**src/rtl/rom_loader_if.sv**
```systemverilog
// Byte-stream input, ROM write port and load status of the ROM loader.
//   master: stream/control source (drives start_i, byte_i, byte_valid_i)
//   slave : rom_loader (accepts bytes, drives the ROM write port and status)
interface rom_loader_if #(
    parameter int unsigned CNT_W = 13
);
    logic             start_i;
    logic [7:0]       byte_i;
    logic             byte_valid_i;
    logic             byte_ready_o;
    logic             we_o;
    logic [31:0]      addr_o;
    logic [31:0]      data_o;
    logic             hold_o;
    logic             busy_o;
    logic             done_o;
    logic             err_o;
    logic [CNT_W-1:0] word_cnt_o;

    modport master (
        output start_i, byte_i, byte_valid_i,
        input  byte_ready_o, we_o, addr_o, data_o, hold_o, busy_o,
               done_o, err_o, word_cnt_o
    );

    modport slave (
        input  start_i, byte_i, byte_valid_i,
        output byte_ready_o, we_o, addr_o, data_o, hold_o, busy_o,
               done_o, err_o, word_cnt_o
    );
endinterface

```
**src/rtl/rom_loader.sv**
```systemverilog
// Loads the instruction ROM from a byte stream: 4-byte LE word count, then
// that many LE 32-bit words written to BASE_ADDR + 4*i. Holds the core in
// reset while loading and reports done/error.
// Ports: clk, rst_n (synchronous, active-low), bus (rom_loader_if.slave).
module rom_loader #(
    parameter logic [31:0] BASE_ADDR = 32'h0000_0000,
    parameter int unsigned MAX_WORDS = 4096,
    parameter int unsigned TIMEOUT   = 1000000,
    parameter int unsigned CNT_W     = 13
) (
    input  logic         clk,
    input  logic         rst_n,
    rom_loader_if.slave  bus
);
    localparam int unsigned TMO_W = $clog2(TIMEOUT + 1);

    typedef enum logic [2:0] {
        S_IDLE, S_LEN, S_DATA, S_WRITE, S_DONE, S_ERR
    } state_t;

    state_t           state;
    logic [23:0]      shift_q;
    logic [1:0]       idx_q;
    logic [CNT_W-1:0] len_q;
    logic [TMO_W-1:0] tmo_q;
    logic             we_q;
    logic [31:0]      addr_q;
    logic [31:0]      data_q;
    logic             hold_q;
    logic             done_q;
    logic             err_q;
    logic [CNT_W-1:0] cnt_q;

    logic             ready_c;
    logic             accept_c;
    logic [31:0]      word_c;
    logic [CNT_W-1:0] cnt_inc_c;
    logic             tmo_hit_c;

    assign ready_c   = (state == S_LEN) || (state == S_DATA);
    assign accept_c  = bus.byte_valid_i & ready_c;
    // Three earlier bytes sit in the shift register; the current byte is the MSB.
    assign word_c    = {bus.byte_i, shift_q};
    assign cnt_inc_c = cnt_q + CNT_W'(1);
    assign tmo_hit_c = (tmo_q == TMO_W'(TIMEOUT - 1));

    // Loader FSM with registered outputs.
    always_ff @(posedge clk) begin
        if (!rst_n) begin
            state   <= S_IDLE;
            shift_q <= '0;
            idx_q   <= '0;
            len_q   <= '0;
            tmo_q   <= '0;
            we_q    <= 1'b0;
            addr_q  <= BASE_ADDR;
            data_q  <= '0;
            hold_q  <= 1'b0;
            done_q  <= 1'b0;
            err_q   <= 1'b0;
            cnt_q   <= '0;
        end else begin
            we_q   <= 1'b0;
            done_q <= 1'b0;
            unique case (state)
                S_IDLE, S_DONE, S_ERR: begin
                    if (bus.start_i) begin
                        state  <= S_LEN;
                        hold_q <= 1'b1;
                        err_q  <= 1'b0;
                        cnt_q  <= '0;
                        idx_q  <= '0;
                        tmo_q  <= '0;
                    end else if (state == S_DONE) begin
                        state <= S_IDLE;
                    end
                end
                S_LEN, S_DATA: begin
                    if (accept_c) begin
                        tmo_q   <= '0;
                        idx_q   <= idx_q + 2'd1;
                        shift_q <= {bus.byte_i, shift_q[23:8]};
                        if (idx_q == 2'd3) begin
                            if (state == S_LEN) begin
                                len_q <= CNT_W'(word_c);
                                if (word_c == 32'd0) begin
                                    state  <= S_DONE;
                                    done_q <= 1'b1;
                                    hold_q <= 1'b0;
                                end else if (word_c > 32'(MAX_WORDS)) begin
                                    state  <= S_ERR;
                                    err_q  <= 1'b1;
                                    hold_q <= 1'b0;
                                end else begin
                                    state <= S_DATA;
                                end
                            end else begin
                                state  <= S_WRITE;
                                we_q   <= 1'b1;
                                data_q <= word_c;
                                addr_q <= BASE_ADDR + 32'({cnt_q, 2'b00});
                            end
                        end
                    end else if (tmo_hit_c) begin
                        state  <= S_ERR;
                        err_q  <= 1'b1;
                        hold_q <= 1'b0;
                    end else begin
                        tmo_q <= tmo_q + TMO_W'(1);
                    end
                end
                S_WRITE: begin
                    cnt_q <= cnt_inc_c;
                    if (cnt_inc_c == len_q) begin
                        state  <= S_DONE;
                        done_q <= 1'b1;
                        hold_q <= 1'b0;
                    end else begin
                        state <= S_DATA;
                    end
                end
                default: state <= S_IDLE;
            endcase
        end
    end

    assign bus.byte_ready_o = ready_c;
    assign bus.busy_o       = ready_c || (state == S_WRITE);
    assign bus.we_o         = we_q;
    assign bus.addr_o       = addr_q;
    assign bus.data_o       = data_q;
    assign bus.hold_o       = hold_q;
    assign bus.done_o       = done_q;
    assign bus.err_o        = err_q;
    assign bus.word_cnt_o   = cnt_q;
endmodule

```
**src/flat_wrapper.sv**
```systemverilog
// flat-port wrapper written by rule: the top's interface ports become plain ports
module rom_loader_flat 
#(
    parameter logic [31:0] BASE_ADDR = 32'h0000_0000,
    parameter int unsigned MAX_WORDS = 4096,
    parameter int unsigned TIMEOUT   = 1000000,
    parameter int unsigned CNT_W     = 13
)
  (clk, rst_n, bus_start_i, bus_byte_i, bus_byte_valid_i, bus_byte_ready_o, bus_we_o, bus_addr_o, bus_data_o, bus_hold_o, bus_busy_o, bus_done_o, bus_err_o, bus_word_cnt_o);
  rom_loader_if #(.CNT_W(CNT_W)) bus_i ();
  input  logic clk;
  input  logic rst_n;
  input wire logic [$bits(bus_i.start_i)-1:0] bus_start_i;
  input wire logic [$bits(bus_i.byte_i)-1:0] bus_byte_i;
  input wire logic [$bits(bus_i.byte_valid_i)-1:0] bus_byte_valid_i;
  output wire logic [$bits(bus_i.byte_ready_o)-1:0] bus_byte_ready_o;
  output wire logic [$bits(bus_i.we_o)-1:0] bus_we_o;
  output wire logic [$bits(bus_i.addr_o)-1:0] bus_addr_o;
  output wire logic [$bits(bus_i.data_o)-1:0] bus_data_o;
  output wire logic [$bits(bus_i.hold_o)-1:0] bus_hold_o;
  output wire logic [$bits(bus_i.busy_o)-1:0] bus_busy_o;
  output wire logic [$bits(bus_i.done_o)-1:0] bus_done_o;
  output wire logic [$bits(bus_i.err_o)-1:0] bus_err_o;
  output wire logic [$bits(bus_i.word_cnt_o)-1:0] bus_word_cnt_o;
  assign bus_i.start_i = bus_start_i;
  assign bus_i.byte_i = bus_byte_i;
  assign bus_i.byte_valid_i = bus_byte_valid_i;
  assign bus_byte_ready_o = bus_i.byte_ready_o;
  assign bus_we_o = bus_i.we_o;
  assign bus_addr_o = bus_i.addr_o;
  assign bus_data_o = bus_i.data_o;
  assign bus_hold_o = bus_i.hold_o;
  assign bus_busy_o = bus_i.busy_o;
  assign bus_done_o = bus_i.done_o;
  assign bus_err_o = bus_i.err_o;
  assign bus_word_cnt_o = bus_i.word_cnt_o;
  rom_loader #(.BASE_ADDR(BASE_ADDR), .MAX_WORDS(MAX_WORDS), .TIMEOUT(TIMEOUT), .CNT_W(CNT_W)) u_core (.clk(clk), .rst_n(rst_n), .bus(bus_i));
endmodule
```
**config.mk**
```make
export PLATFORM = sky130hd
export DESIGN_NAME = rom_loader_flat
export DESIGN_NICKNAME = d
export VERILOG_FILES = /design/src/rtl/rom_loader_if.sv /design/src/rtl/rom_loader.sv /design/src/flat_wrapper.sv
export SDC_FILE = /design/constraint.sdc
export NUM_CORES = 1
export LEC_CHECK = 0
export BUFFER_PORTS_ARGS = -buffer_cell sky130_fd_sc_hd__buf_4
export CORE_UTILIZATION = 55
export CTS_BUF_LIST = sky130_fd_sc_hd__clkbuf_16
export CTS_CLUSTER_DIAMETER = 100
export DETAILED_ROUTE_END_ITERATION = 12
export GPL_ROUTABILITY_DRIVEN = 0
export PLACE_DENSITY = 0.83
export SETUP_SLACK_MARGIN = 0.15
export SLEW_MARGIN = 40
export SYNTH_ARGS = -nofsm -noshare
export SYNTH_HDL_FRONTEND = slang
export SYNTH_SLANG_ARGS = --single-unit
```
**constraint.sdc**
```tcl
create_clock -name clk -period 2.8 [get_ports clk]
set_input_delay 0.84 -clock clk [delete_from_list [all_inputs] [get_ports clk]]
set_output_delay 0.84 -clock clk [all_outputs]
set_load 0.05 [all_outputs]
```
==> summary.md <==
| Metric | Value |
|---|---|
| Top-area cell type share of the netlist area | `43.7%` |
| Initial detailed-routing violation count | `381` |
| Max Slew Vio Count | `0` |
| CP required | `1.96 ns` |
| Layout area overhead | `19.2%` |
| CP startpoint kind | `flip-flop` |
| Chip Width | `104 um` |
| Setup TNS | `0 ns` |
| WP data arrival | `1.69 ns` |
| Total grt overflow | `0` |
| Register area | `0.00248 mm^2` |
| TritonCTS Buffers | `17` |
| Die H | `104 um` |
| First-pass GRT wire length | `23400 um` |
| N_diodes | `0` |
| Post-DP HPWL | `9260 um` |
| Post-synth cell types | `63` |
| Time the worst path needs with I/O delays and setup | `2.53 ns` |
| Clk slew on worst S/H paths | `0.05 ns` |
| Area of the multi-input gates | `0.00284 mm^2` |
| Fin Hold WS | `0.447 ns` |
| Max IR drop VDD | `0.367 mV` |
| Most frequent cell after synthesis | `nand2_1` |
| Synth top cells by count | `186 x nand2_1, 124 x dfxtp_1, 106 x a21oi_1, 46 x nor2_1, 34 x clkbuf_1` |
| Synthesized area | `0.00568 mm^2` |
| FMAX | `395 MHz` |
| Initial antenna violation count | `0` |
| Clock Latency Late Sink | `0.42 ns` |
| Cells after Synth | `719` |
| Input/output buffers | `75` |
| Starting Density | `57.3%` |
| GRT Total Usage | `26.7%` |
| Post-layout util | `68.3%` |
| Relative slew margins | `45.5%` |
| I/O pin count | `95` |
| Pre-Repair DR Iteration Count | `5` |
| Vias in the first global route | `5002` |
| Syn avg cell area | `7.90 um^2` |
| # resized after CTS | `0` |
| Power Density | `723 mW/mm^2` |
| Hold buffers post-CTS | `0` |
| Clock net sink count | `124` |
| Root Buffer | `clkbuf_16` |
| Die area | `0.0107 mm^2` |
| Vias | `5304` |
| Post-route DRC | `0` |
| Tcrit/Tclk final | `90.5%` |
| Clock tree buffer depth | `2` |
| RSZ-0062 raised after global routing | `false` |
| Ys async rst share | `0%` |
| Worst-case clock skew | `0.00656 ns` |
| Max-Cap Viols | `0` |
| CP Capture Type | `output port` |
| Drt total wl | `14000 um` |
| Setup violations, final | `0` |
| Yosys reg bits | `124` |
| Post-synth EDFFs | `0` |
| Share of layout cells above drive strength 1 | `17.6%` |
| Postcts setup bufs | `0` |
| Seq/Total Area, Yosys | `43.7%` |
| # fillers | `787` |
| Largest area contributor in the netlist | `dfxtp_1` |
| Largest net degree at the start of global routing | `58` |
| Row cnt | `36` |
| HP Class | `reg -> reg` |
| Via density | `5.74` |
| CP max FO | `10` |
| Setup CP Type | `reg -> out` |
| P_leak | `2.50 nW` |
| H-tree Lvls | `4` |
| Detail Route Antenna Nets | `0` |
| NumNets Final | `793` |
| Final Hold Vio Count | `0` |
| Yosys warns | `0` |
| Area contributors post-synth | `dfxtp_1 44%, nand2_1 12%, a21oi_1 9.3%, xnor2_1 4.0%, nor2_1 3.0%` |
| Worst-margin pin slew | `0.817 ns` |
| Status | `finished, final reports clean` |
| WL/cell | `15.2 um` |
| Top FF cell, synth | `dfxtp_1` |
| Core ar. | `0.00991 mm^2` |
| CTS tree | `done` |
-- registers in the layout, indices dropped and copies added (netlist names) --
signal,flops
u_core.bus.addr_o,13
u_core.bus.data_o,32
u_core.bus.done_o,1
u_core.bus.err_o,1
u_core.bus.hold_o,1
u_core.bus.we_o,1
u_core.bus.word_cnt_o,13
u_core.idx_q,2
u_core.len_q,13
u_core.shift_q,24
u_core.state,3
u_core.tmo_q,20
-- stage by stage --
stage          setup slack [ns]  cell area, um^2  power, mW  cells
4_1_cts                   0.280             6760       4.88    924
2_1_floorplan             0.340             5750       2.65    737
3_5_place_dp              0.252             6200       2.84    892
3_3_place_gp              0.364             6200       2.81    892
5_1_grt                   0.159             6770       5.08    924
6_report                  0.266             6770       4.90    924
-- layout by cell type, fill, tap and decap left out, types with 12 or more instances in the layout --
cell / netlist / final
nand3_1: 12 / 12
nor2_1: 46 / 45
inv_1: 14 / 18
a21oi_1: 106 / 106
conb_1: 1 / 19
nand4_1: 12 / 12
nand2_1: 186 / 186
dfxtp_1: 124 / 124
xnor2_1: 26 / 26
o21ai_0: 12 / 12
buf_4: 20 / 88
clkbuf_16: 0 / 17
-- cells by family (layout without fill, tap and decap cells) --
family,after synthesis,after routing,share of synthesized area [%]
compound gates,166,166,17.7
other cells,1,19,0.0660
simple gates,308,308,24.5
buf+inv,81,135,7.62
fa+ha+maj,3,3,0.661
flops,124,124,43.7
xor+xnor,36,36,5.68
-- critical path, stage by stage, from the launching register on --
cell and delay [ns]:
dfxtp_1 0.56, nand2b_1 0.25, a21oi_2 0.25, buf_4 0.23
-- routing by layer --
metal | routed length, um | GRT usage (%) | up-vias | share of wire, %
met5 | 0 | 0 | - | 0
met2 | 7120 | 46.8 | 236 | 51
met3 | 919 | 6.23 | 30 | 6.6
met4 | 248 | 10.5 | 0 | 1.8
met1 | 5740 | 31.6 | 2497 | 41
li1 | - | - | 2541 | -
-- power breakdown --
| part | internal (mW) | switching [mW] | leakage [nW] |
|---|---|---|---|
| logic | 0.256 | 0.630 | 1.22 |
| clock network | 1.29 | 0.782 | 0.279 |
| registers | 1.84 | 0.102 | 1.00 |
-- final timing paths --
kind / start / to / slack, ns / cells after the start
min: u_core.bus.err_o$_SDFFE_PN0P_ / u_core.bus.err_o$_SDFFE_PN0P_ / 0.45 / 2
max reg2reg: u_core.bus.word_cnt_o[1]$_SDFFE_PN0P_ / u_core.bus.done_o$_SDFF_PN0_ / 0.33 / 7
max: u_core.state[1]$_SDFFE_PN0P_ / bus_byte_ready_o / 0.27 / 3
min reg2reg: u_core.bus.err_o$_SDFFE_PN0P_ / u_core.bus.err_o$_SDFFE_PN0P_ / 0.45 / 2
-- layout make-up --
class | instances | share of cell area (%)
clock buffer | 17 | 6.28
clock inverter | 15 | 2.01
inverter | 15 | 0.832
multi-input combinational | 532 | 42.0
sequential | 124 | 36.7
tap | 133 | 2.46
timing repair buffer | 88 | 9.76
(Power assumes the default switching activity.)
